==> src/rtl/pipelined_shifter.sv <==
// Pipelined barrel shifter for the execute stage.
// Supports SLL/SRL/SRA/ROL/ROR over a power-of-two WIDTH. The log2(WIDTH)
// shift levels are spread across PIPE_STAGES register stages. A valid/ready
// handshake provides backpressure, flush kills everything in flight, and a
// side-band tag travels with each operation.
//
// Ports:
//   clk, rst_n          clock, synchronous active-low reset
//   flush               kill all in-flight operations at the next edge
//   in_valid/in_ready   input handshake (in_ready depends only on the output side)
//   in_a                operand to be shifted
//   in_b                register shift amount (only the low SHW bits are used)
//   in_shamt            immediate shift amount
//   in_use_imm          1 selects in_shamt, 0 selects in_b
//   in_mode             000 SLL, 001 SRL, 010 SRA, 011 ROL, 100 ROR, others illegal
//   in_tag              side-band tag (destination register index)
//   out_valid/out_ready output handshake
//   out_data            shift result
//   out_tag             tag of the result
//   out_illegal         result came from an illegal mode (data passed through)
module pipelined_shifter #(
    parameter int unsigned WIDTH       = 32,
    parameter int unsigned PIPE_STAGES = 2,
    parameter int unsigned TAG_W       = 5
) (
    input  logic                       clk,
    input  logic                       rst_n,
    input  logic                       flush,
    input  logic                       in_valid,
    output logic                       in_ready,
    input  logic [WIDTH-1:0]           in_a,
    input  logic [WIDTH-1:0]           in_b,
    input  logic [$clog2(WIDTH)-1:0]   in_shamt,
    input  logic                       in_use_imm,
    input  logic [2:0]                 in_mode,
    input  logic [TAG_W-1:0]           in_tag,
    output logic                       out_valid,
    input  logic                       out_ready,
    output logic [WIDTH-1:0]           out_data,
    output logic [TAG_W-1:0]           out_tag,
    output logic                       out_illegal
);

    localparam int unsigned SHW = $clog2(WIDTH);
    // Levels handled per stage; the last stage takes whatever remains.
    localparam int unsigned LPS = (SHW + PIPE_STAGES - 1) / PIPE_STAGES;

    localparam logic [2:0] MODE_SLL = 3'b000;
    localparam logic [2:0] MODE_SRL = 3'b001;
    localparam logic [2:0] MODE_SRA = 3'b010;
    localparam logic [2:0] MODE_ROL = 3'b011;
    localparam logic [2:0] MODE_ROR = 3'b100;

    // Everything that travels down the pipe with an operation.
    typedef struct packed {
        logic [WIDTH-1:0] data;
        logic [SHW-1:0]   amt;
        logic [2:0]       mode;
        logic [TAG_W-1:0] tag;
        logic             ill;
        logic             sign;
    } stage_t;

    stage_t                 stg_q [PIPE_STAGES];
    logic [PIPE_STAGES-1:0] vld_q;

    stage_t                 src [PIPE_STAGES];
    stage_t                 nxt [PIPE_STAGES];
    logic [PIPE_STAGES-1:0] src_vld;
    stage_t                 in_pl;
    logic                   advance;

    // One logarithmic level: shift or rotate by 2^k. Illegal modes pass through.
    function automatic logic [WIDTH-1:0] shift_level(
        input logic [WIDTH-1:0] d,
        input logic [2:0]       mode,
        input logic             sign,
        input int unsigned      k
    );
        logic [2*WIDTH-1:0] ext;
        int unsigned        sh;
        sh          = 32'd1 << k;
        // SRA fills with the original operand's sign bit, not the current MSB.
        ext         = {{WIDTH{sign}}, d} >> sh;
        shift_level = d;
        case (mode)
            MODE_SLL: shift_level = d << sh;
            MODE_SRL: shift_level = d >> sh;
            MODE_SRA: shift_level = ext[WIDTH-1:0];
            MODE_ROL: shift_level = (d << sh) | (d >> (WIDTH - sh));
            MODE_ROR: shift_level = (d >> sh) | (d << (WIDTH - sh));
            default:  shift_level = d;
        endcase
    endfunction

    // Stall the whole pipe only when a result sits unconsumed at the output.
    assign advance  = !vld_q[PIPE_STAGES-1] || out_ready;
    assign in_ready = advance;

    // Stage inputs and the levels each stage applies.
    always_comb begin
        in_pl      = '0;
        in_pl.data = in_a;
        in_pl.amt  = in_use_imm ? in_shamt : in_b[SHW-1:0];
        in_pl.mode = in_mode;
        in_pl.tag  = in_tag;
        in_pl.ill  = (in_mode > MODE_ROR);
        in_pl.sign = in_a[WIDTH-1];

        src     = '{default: '0};
        nxt     = '{default: '0};
        src_vld = '0;

        src[0]     = in_pl;
        src_vld[0] = in_valid;
        for (int unsigned s = 1; s < PIPE_STAGES; s++) begin
            src[s]     = stg_q[s-1];
            src_vld[s] = vld_q[s-1];
        end

        for (int unsigned s = 0; s < PIPE_STAGES; s++) begin
            nxt[s] = src[s];
            for (int unsigned k = 0; k < SHW; k++) begin
                if ((k / LPS) == s && src[s].amt[k]) begin
                    nxt[s].data = shift_level(nxt[s].data, src[s].mode, src[s].sign, k);
                end
            end
        end
    end

    // Pipeline registers: reset beats flush, flush beats advance.
    always_ff @(posedge clk) begin
        if (!rst_n) begin
            vld_q <= '0;
            for (int unsigned s = 0; s < PIPE_STAGES; s++) begin
                stg_q[s] <= '0;
            end
        end else if (flush) begin
            vld_q <= '0;
        end else if (advance) begin
            vld_q <= src_vld;
            for (int unsigned s = 0; s < PIPE_STAGES; s++) begin
                stg_q[s] <= nxt[s];
            end
        end
    end

    assign out_valid   = vld_q[PIPE_STAGES-1];
    assign out_data    = stg_q[PIPE_STAGES-1].data;
    assign out_tag     = stg_q[PIPE_STAGES-1].tag;
    assign out_illegal = stg_q[PIPE_STAGES-1].ill;

    // Upper in_b bits are ignored by design; last-stage control fields are not needed.
    logic unused_bits;
    assign unused_bits = ^{in_b[WIDTH-1:SHW], stg_q[PIPE_STAGES-1].amt,
                           stg_q[PIPE_STAGES-1].mode, stg_q[PIPE_STAGES-1].sign};

endmodule

==> config.mk <==
export PLATFORM = sky130hd
export DESIGN_NAME = pipelined_shifter
export DESIGN_NICKNAME = d
export VERILOG_FILES = /design/src/rtl/pipelined_shifter.sv
export SDC_FILE = /design/constraint.sdc
export NUM_CORES = 1
export LEC_CHECK = 0
export CORE_MARGIN = 5
export CORE_UTILIZATION = 30
export CTS_CLUSTER_DIAMETER = 100
export DETAILED_ROUTE_END_ITERATION = 12
export PLACE_DENSITY_LB_ADDON = 0.05
export SLEW_MARGIN = 10
export SYNTH_ARGS = -nofsm -noshare
export SYNTH_HDL_FRONTEND = slang
export SYNTH_SLANG_ARGS = --single-unit
==> constraint.sdc <==
create_clock -name clk -period 17 [get_ports clk]
set_input_delay 3.4 -clock clk [delete_from_list [all_inputs] [get_ports clk]]
set_output_delay 3.4 -clock clk [all_outputs]
set_load 0.02 [all_outputs]
==> results of run 1 <==
==> worst max-delay path by stage <==
stage	start	end	slack, ps	cells past startpoint
CTS	out_ready	in_ready	8700	4
detailed placement	out_ready	in_ready	8710	4
finish	out_ready	in_ready	8710	4
global placement	out_ready	in_ready	8710	4
floorplan	out_ready	stg_q[0][0]$_SDFFCE_PN0P_	7120	2
global route	out_ready	in_ready	8630	4
==> flip-flops by register name (all words and copies together) (netlist names) <==
signal,flops
stg_q,82
vld_q,2
==> routing by layer <==
layer  wire, um  vias to the layer above  GRT usage (%)  part of all wire, %
met4        941                        4          8.040                  3.2
met5         27                        -              0                0.091
met3       2319                       64          2.465                  7.8
met2      13710                      455          31.99                   46
met1      12730                     3721          28.24                   43
li1           -                     3536              -                    -
==> area by class of cell <==
class	count	area [um2]	share of cell area, %
clock buffer	9	225.2	2.596
clock inverter	7	65.06	0.7500
inverter	5	18.77	0.2164
multi-input combinational	714	4387	50.57
sequential	84	2502	28.85
tap	324	405.4	4.673
timing repair buffer	111	1071	12.35
==> cells in the final DEF, fill, tap and decap left out, types with 7 or more instances in the layout <==
master,instances
a211o_1,7
nand2_1,60
o221ai_1,10
o211ai_1,21
buf_4,16
nor3_1,22
a211oi_1,13
and3_1,7
nand3_1,35
edfxtp_1,82
a21oi_1,132
mux2i_1,18
nor4_1,9
o21ai_0,57
and2_1,17
clkdlybuf4s50_1,95
a221oi_1,8
mux2_2,7
o32ai_1,7
clkbuf_16,9
nor2_1,102
a31oi_1,19
a22oi_1,52
==> report_power, final <==
group          switching [mW]  internal, mW
Combinational           0.164        0.0851
Sequential             0.0108         0.248
Clock                  0.0838         0.103
==> critical path, stage by stage <==
cell	delay, ps
clkdlybuf4s50_1	400
nor2b_1	450
inv_1	80
clkdlybuf4s50_1	550
==> cells by family after synthesis <==
group           after synthesis  share of synthesized area (%)
flops                        84                          34.02
buf+inv                      95                          6.634
xor+xnor                      3                         0.5615
compound gates              403                          37.10
mux                          28                          4.218
simple gates                280                          17.47
==> stage by stage <==
step | hold slack (ps) | std cells | utilization (%) | power (mW) | setup WS [ps]
floorplan | 440.1 | 893 | - | 0.4207 | 7116
global placement | 460.2 | 1238 | 34.58 | 0.5066 | 8708
detailed placement | 472.5 | 1238 | 34.58 | 0.5073 | 8706
CTS | 491.6 | 1254 | 35.77 | 0.6981 | 8696
global route | 540.3 | 1254 | 35.77 | 0.7292 | 8628
finish | 485.9 | 1254 | 35.77 | 0.6945 | 8706
==> impl_results.md, run 1 <==
- Outcome: finished clean
- Reg2reg start: stg_q[0][7]$_SDFFCE_PN0P_
- Post-layout min period: 8294 ps
- RSZ-0062 raised after global routing: false
- Ys async rst share: 0%
- Initial core utilization: 30.34%
- Number of global-route vias before repair: 7333
- Final ANT Viol Nets: 0
- FILL cells: 2567
- Max Transition Viols Final: 0
- Worst Tran Pin Value: 1265 ps
- Worst EP arrival: 4890 ps
- Hold_buf cts: 0
- Cell taking the most area after synthesis: edfxtp_1
- Final Routed Wirelength: 29720 um
- Reg2Reg Depth: 5
- CTS tree: yes
- Proportion of layout cells with a drive suffix above 1: 8.495%
- Total CTS buffers: 9
- Power Density: 80.06 mW/mm2
- Final setup fails: 0
- Syn-to-layout area delta: 17.93%
- Critical Path Start Type: primary input
- DRC: 0
- Post-CTS Setup Bufs: 0
- Max IR drop VDD: 42.25 uV
- Via/cell ratio: 6.204
- Sequential fraction of the synthesis area: 34.02%
- GP Congestion: 0.8665
- Clk buf depth: 2
- Wire length per cell: 23.70 um
- Port Buffers: 95
- Syn_area_per_cell: 8.237 um2
- Post-DP HPWL: 20630 um
- Top post-synthesis cells by area: edfxtp_1 (33%), a21oi_1 (9.0%), a22oi_1 (5.3%), nor2_1 (5.3%), o21ai_0 (3.9%)
- Initial antenna violation count: 2
- Top cell type's share of synthesized area: 33.48%
- Number of synthesized flops with an enable pin: 82
- CP max FO: 6
- I/O pin cnt: 123
- CTS Root Cell: clkbuf_16
- Synth warnings: 0
- Worst-path clk slew: 70 ps
- Worst clock skew: 11.76 ps
- Hold Path End: vld_q[1]$_SDFFE_PP0N_
- H-tree levels: 3
- Gate Count Post-Synth: 893
- CP endpoint kind: output port
- Worst path required time: 13600 ps
- WHS Path Cells: 2
- Area of placed instances: 0.008384 mm2
- Hold path start: vld_q[0]$_SDFFE_PP0N_
- DIE AREA: 0.02775 mm2
- Synth Flop Type: edfxtp_1
- Layout Nets: 1008
- Syn Nets: 976
- Post-synth cell types: 84
- CP Class: in2out
- Final Cycle Share: 48.79%
- Min-Delay Path Class: reg2reg
- Core Box Area: 0.02425 mm2
- Remaining Overflow, GRT: 0
- End of the worst register-to-register path: stg_q[0][70]$_SDFFCE_PN0P_
- Synth top cells by count: a21oi_1 (132), nor2_1 (104), edfxtp_1 (82), nand2_1 (60), o21ai_0 (58)
- Initial DRC count: 845
- Most frequent cell after synthesis: a21oi_1
- Fin area: 0.008675 mm2
- Number of max-cap violations: 0
- Via count: 7780
- N_diodes: 0
- First-pass GRT wire length: 44950 um
- Skew-Pair Late Insertion Delay: 340 ps
- Clk sinks: 84
- Fmax: 0.1206 GHz
- Yosys reg bits: 84
- Tot GR Track Use: 20.23%
- Largest net degree at the start of global routing: 79
- LEAKAGE: 2.917 nW
- Fin Setup TNS: 0 ps
- Drt pass-1 iters: 6
- Row cnt: 57
- Resized cells post-CTS: 0
- Final hold violations: 0
- R2r setup slk: 14170 ps
- Netlist Area Pre-Place: 0.007356 mm2
- Die Span X: 166.6 um
- Relative slew slack: 15.24%
- Die H: 166.6 um
No activity file was read; power rests on OpenSTA's default activity.
==> inputs of run 2 (changes only) <==
- clock period: 17 -> 7.4 ns (I/O delays scaled with it)
==> run 2 against run 1 <==
Final area grew 0.88%. Sequential cell count is the same. Combinational power grew 130%. Utilization grew 0.31 points. Via count grew 1.7%. Routed wire length grew 2.2%. Die area is the same. Worst setup slack lost 6300 ps. Sequential power grew 130%. Largest power group unchanged. Sequential share of layout area shrank 0.25 points. Critical path depth grew 4. Global-route usage grew 0.59 points.
==> impl_results.md, run 2 (same netlist as run 1, synthesis figures left out) <==
- Total CTS buffers: 9 (unchanged)
- Wire length per cell: 24.15 um (was 23.70 um)
- CTS Root Cell: clkbuf_16 (unchanged)
- Fmax: 0.2019 GHz
- Via/cell ratio: 6.289 (was 6.204)
- Total Power: 1.667 mW (was 0.6945 mW)
- Placed Cells incl. Taps: 1242 (was 1238)
- Worst Setup SP: in_mode[0] (was out_ready)
- Proportion of layout cells with a drive suffix above 1: 8.887% (was 8.495%)
- Max reg flops: 82 (unchanged)
- DIE AREA: 0.02775 mm2 (unchanged)
- First-pass GRT wire length: 46060 um (was 44950 um)
- Initial DRC count: 897 (was 845)
- Slowest cell on crit path: clkdlybuf4s50_1 (unchanged)
- Skew-Pair Late Insertion Delay: 340 ps (about the same)
- Max IR drop VDD: 115.1 uV (was 42.25 uV)
- Dpl ws: 2222 ps (was 8706 ps)
- GP Congestion: 0.9039 (was 0.8665)
- Reg2reg start: stg_q[0][7]$_SDFFCE_PN0P_ (unchanged)
- Power Density: 190.5 mW/mm2 (was 80.06 mW/mm2)
- FILL cells: 2534 (was 2567)
- Fin Setup TNS: 0 ps (unchanged)
- CP endpoint kind: register (was output port)
- Worst EP arrival: 5030 ps (was 4890 ps)
- Number of max-cap violations: 0 (unchanged)
- Initial antenna violation count: 1 (was 2)
- Worst path required time: 7480 ps (was 13600 ps)
- Final Routed Wirelength: 30380 um (was 29720 um)
- Resized cells post-CTS: 0 (unchanged)
- I/O pin cnt: 123 (unchanged)
- Critical Path Start Type: primary input (unchanged)
- Remaining Overflow, GRT: 0 (unchanged)
- Hold path start: vld_q[0]$_SDFFE_PP0N_ (unchanged)
- Layout Nets: 1012 (was 1008)
- Setup ws final: 2448 ps (was 8706 ps)
- Post-DP HPWL: 21530 um (was 20630 um)
- Clk buf depth: 2 (unchanged)
- Worst clock skew: 10.32 ps (was 11.76 ps)
- Largest regs: stg_q x82, vld_q x2 (unchanged)
- Tot GR Track Use: 20.82% (was 20.23%)
- Fin cells: 1258 (was 1254)
- Worst-path clk slew: 60 ps (was 70 ps)
- Family with the most delay on the worst path: compound AO/OA/AOI/OAI gates (was buffers and inverters)
- Die Span X: 166.6 um (unchanged)
- Drt pass-1 iters: 5 (was 6)
- Largest Register: stg_q (unchanged)
- DRC: 0 (unchanged)
- Row cnt: 57 (unchanged)
- CP Cell Sequence: clkdlybuf4s50_1 > o21ai_4 > buf_4 > o211ai_1 > a31oi_1 > mux2i_1 > o2111a_1 > a211oi_1 (was clkdlybuf4s50_1 > nor2b_1 > inv_1 > clkdlybuf4s50_1)
- Commonest non-fill, non-tap cell in the layout: a21oi_1 (unchanged)
- Clk sinks: 84 (unchanged)
- N_diodes: 0 (unchanged)
- Via count: 7912 (was 7780)
- Final ANT Viol Nets: 0 (unchanged)
- Delay of the slowest critical-path stage: 760 ps (was 550 ps)
- Die H: 166.6 um (unchanged)
- CP Class: in2reg (was in2out)
- Final setup fails: 0 (unchanged)
- Outcome: finished clean (unchanged)
- Relative slew slack: 21.47% (was 15.24%)
- Post-layout min period: 4952 ps
- Number of global-route vias before repair: 7630 (was 7333)
- CP max FO: 42 (was 6)
- Most frequent cells in the layout: a21oi_1 (132), nor2_1 (102), clkdlybuf4s50_1 (95), edfxtp_1 (82), nand2_1 (60) (unchanged)
- Buffers plus inverters on the worst setup path: 2 (was 3)
- Initial core utilization: 30.34% (unchanged)
- Post-CTS Setup Bufs: 0 (unchanged)
- CTS tree: yes (unchanged)
- Syn-to-layout area delta: 18.97% (was 17.93%)
- Final Cycle Share: 66.92%
- Core Box Area: 0.02425 mm2 (unchanged)
- Worst Tran Pin Value: 1170 ps (was 1265 ps)
- LEAKAGE: 2.952 nW (was 2.917 nW)
- Largest net degree at the start of global routing: 83 (was 79)
- Min-Delay Path Class: reg2reg (unchanged)
- Hold_buf cts: 0 (unchanged)
- H-tree levels: 3 (unchanged)
- Port Buffers: 95 (unchanged)
- RSZ-0062 raised after global routing: false (unchanged)
- Max Transition Viols Final: 0 (unchanged)
- Final hold violations: 0 (unchanged)
==> run 2: cell type report <==
| type | instances | area (um2) | area share, % |
|---|---|---|---|
| clock buffers | 11 | 252.7 | 2.888 |
| inverters | 5 | 18.77 | 0.2145 |
| flip-flops and latches | 84 | 2502 | 28.60 |
| multi-input cells | 714 | 4387 | 50.13 |
| repair buffers | 115 | 1101 | 12.58 |
| well taps | 324 | 405.4 | 4.633 |
| clock inverters | 5 | 83.83 | 0.9580 |
==> run 2: tightest hold or removal path, delay by kind of cell, from the launching register on <==
family | cells | cell delay (ps)
DFF | 1 | 330
and+or+nand+nor | 2 | 110
==> run 2: path summary, 6_finish.rpt <==
kind | to | slack [ps] | cells after the start
worst max-delay path | stg_q[0][32]$_SDFFCE_PN0P_ | 2450 | 8
worst min-delay path | vld_q[1]$_SDFFE_PP0N_ | 470 | 2
worst max register to register | stg_q[0][69]$_SDFFCE_PN0P_ | 4700 | 5
worst min register to register | vld_q[1]$_SDFFE_PP0N_ | 470 | 2
==> run 2: per-layer routing <==
metal  up-vias  track usage, %  wire length [um]
li1       3543               -                 -
met1      3775           27.34             12380
met4         2           11.45              1586
met2       497           32.45             13760
met5         -               0                12
met3        95           3.840              2648
==> run 2: per-stage QoR <==
step | utilization, % | instance area, um2 | hold slack (ps)
2_1_floorplan | - | 7356 | 440.1
3_3_place_gp | 34.70 | 8414 | 468.5
5_1_grt | 36.09 | 8751 | 536.5
6_report | 36.09 | 8751 | 474.6
3_5_place_dp | 34.70 | 8414 | 470.4
4_1_cts | 36.09 | 8751 | 488.5
==> run 2: report_power, final <==
part           switching (mW)  internal, mW  leakage (nW)  total [mW]
combinational           0.381         0.197          1.87       0.579
clock                   0.180         0.314         0.158       0.494
sequential             0.0245         0.570         0.923       0.594
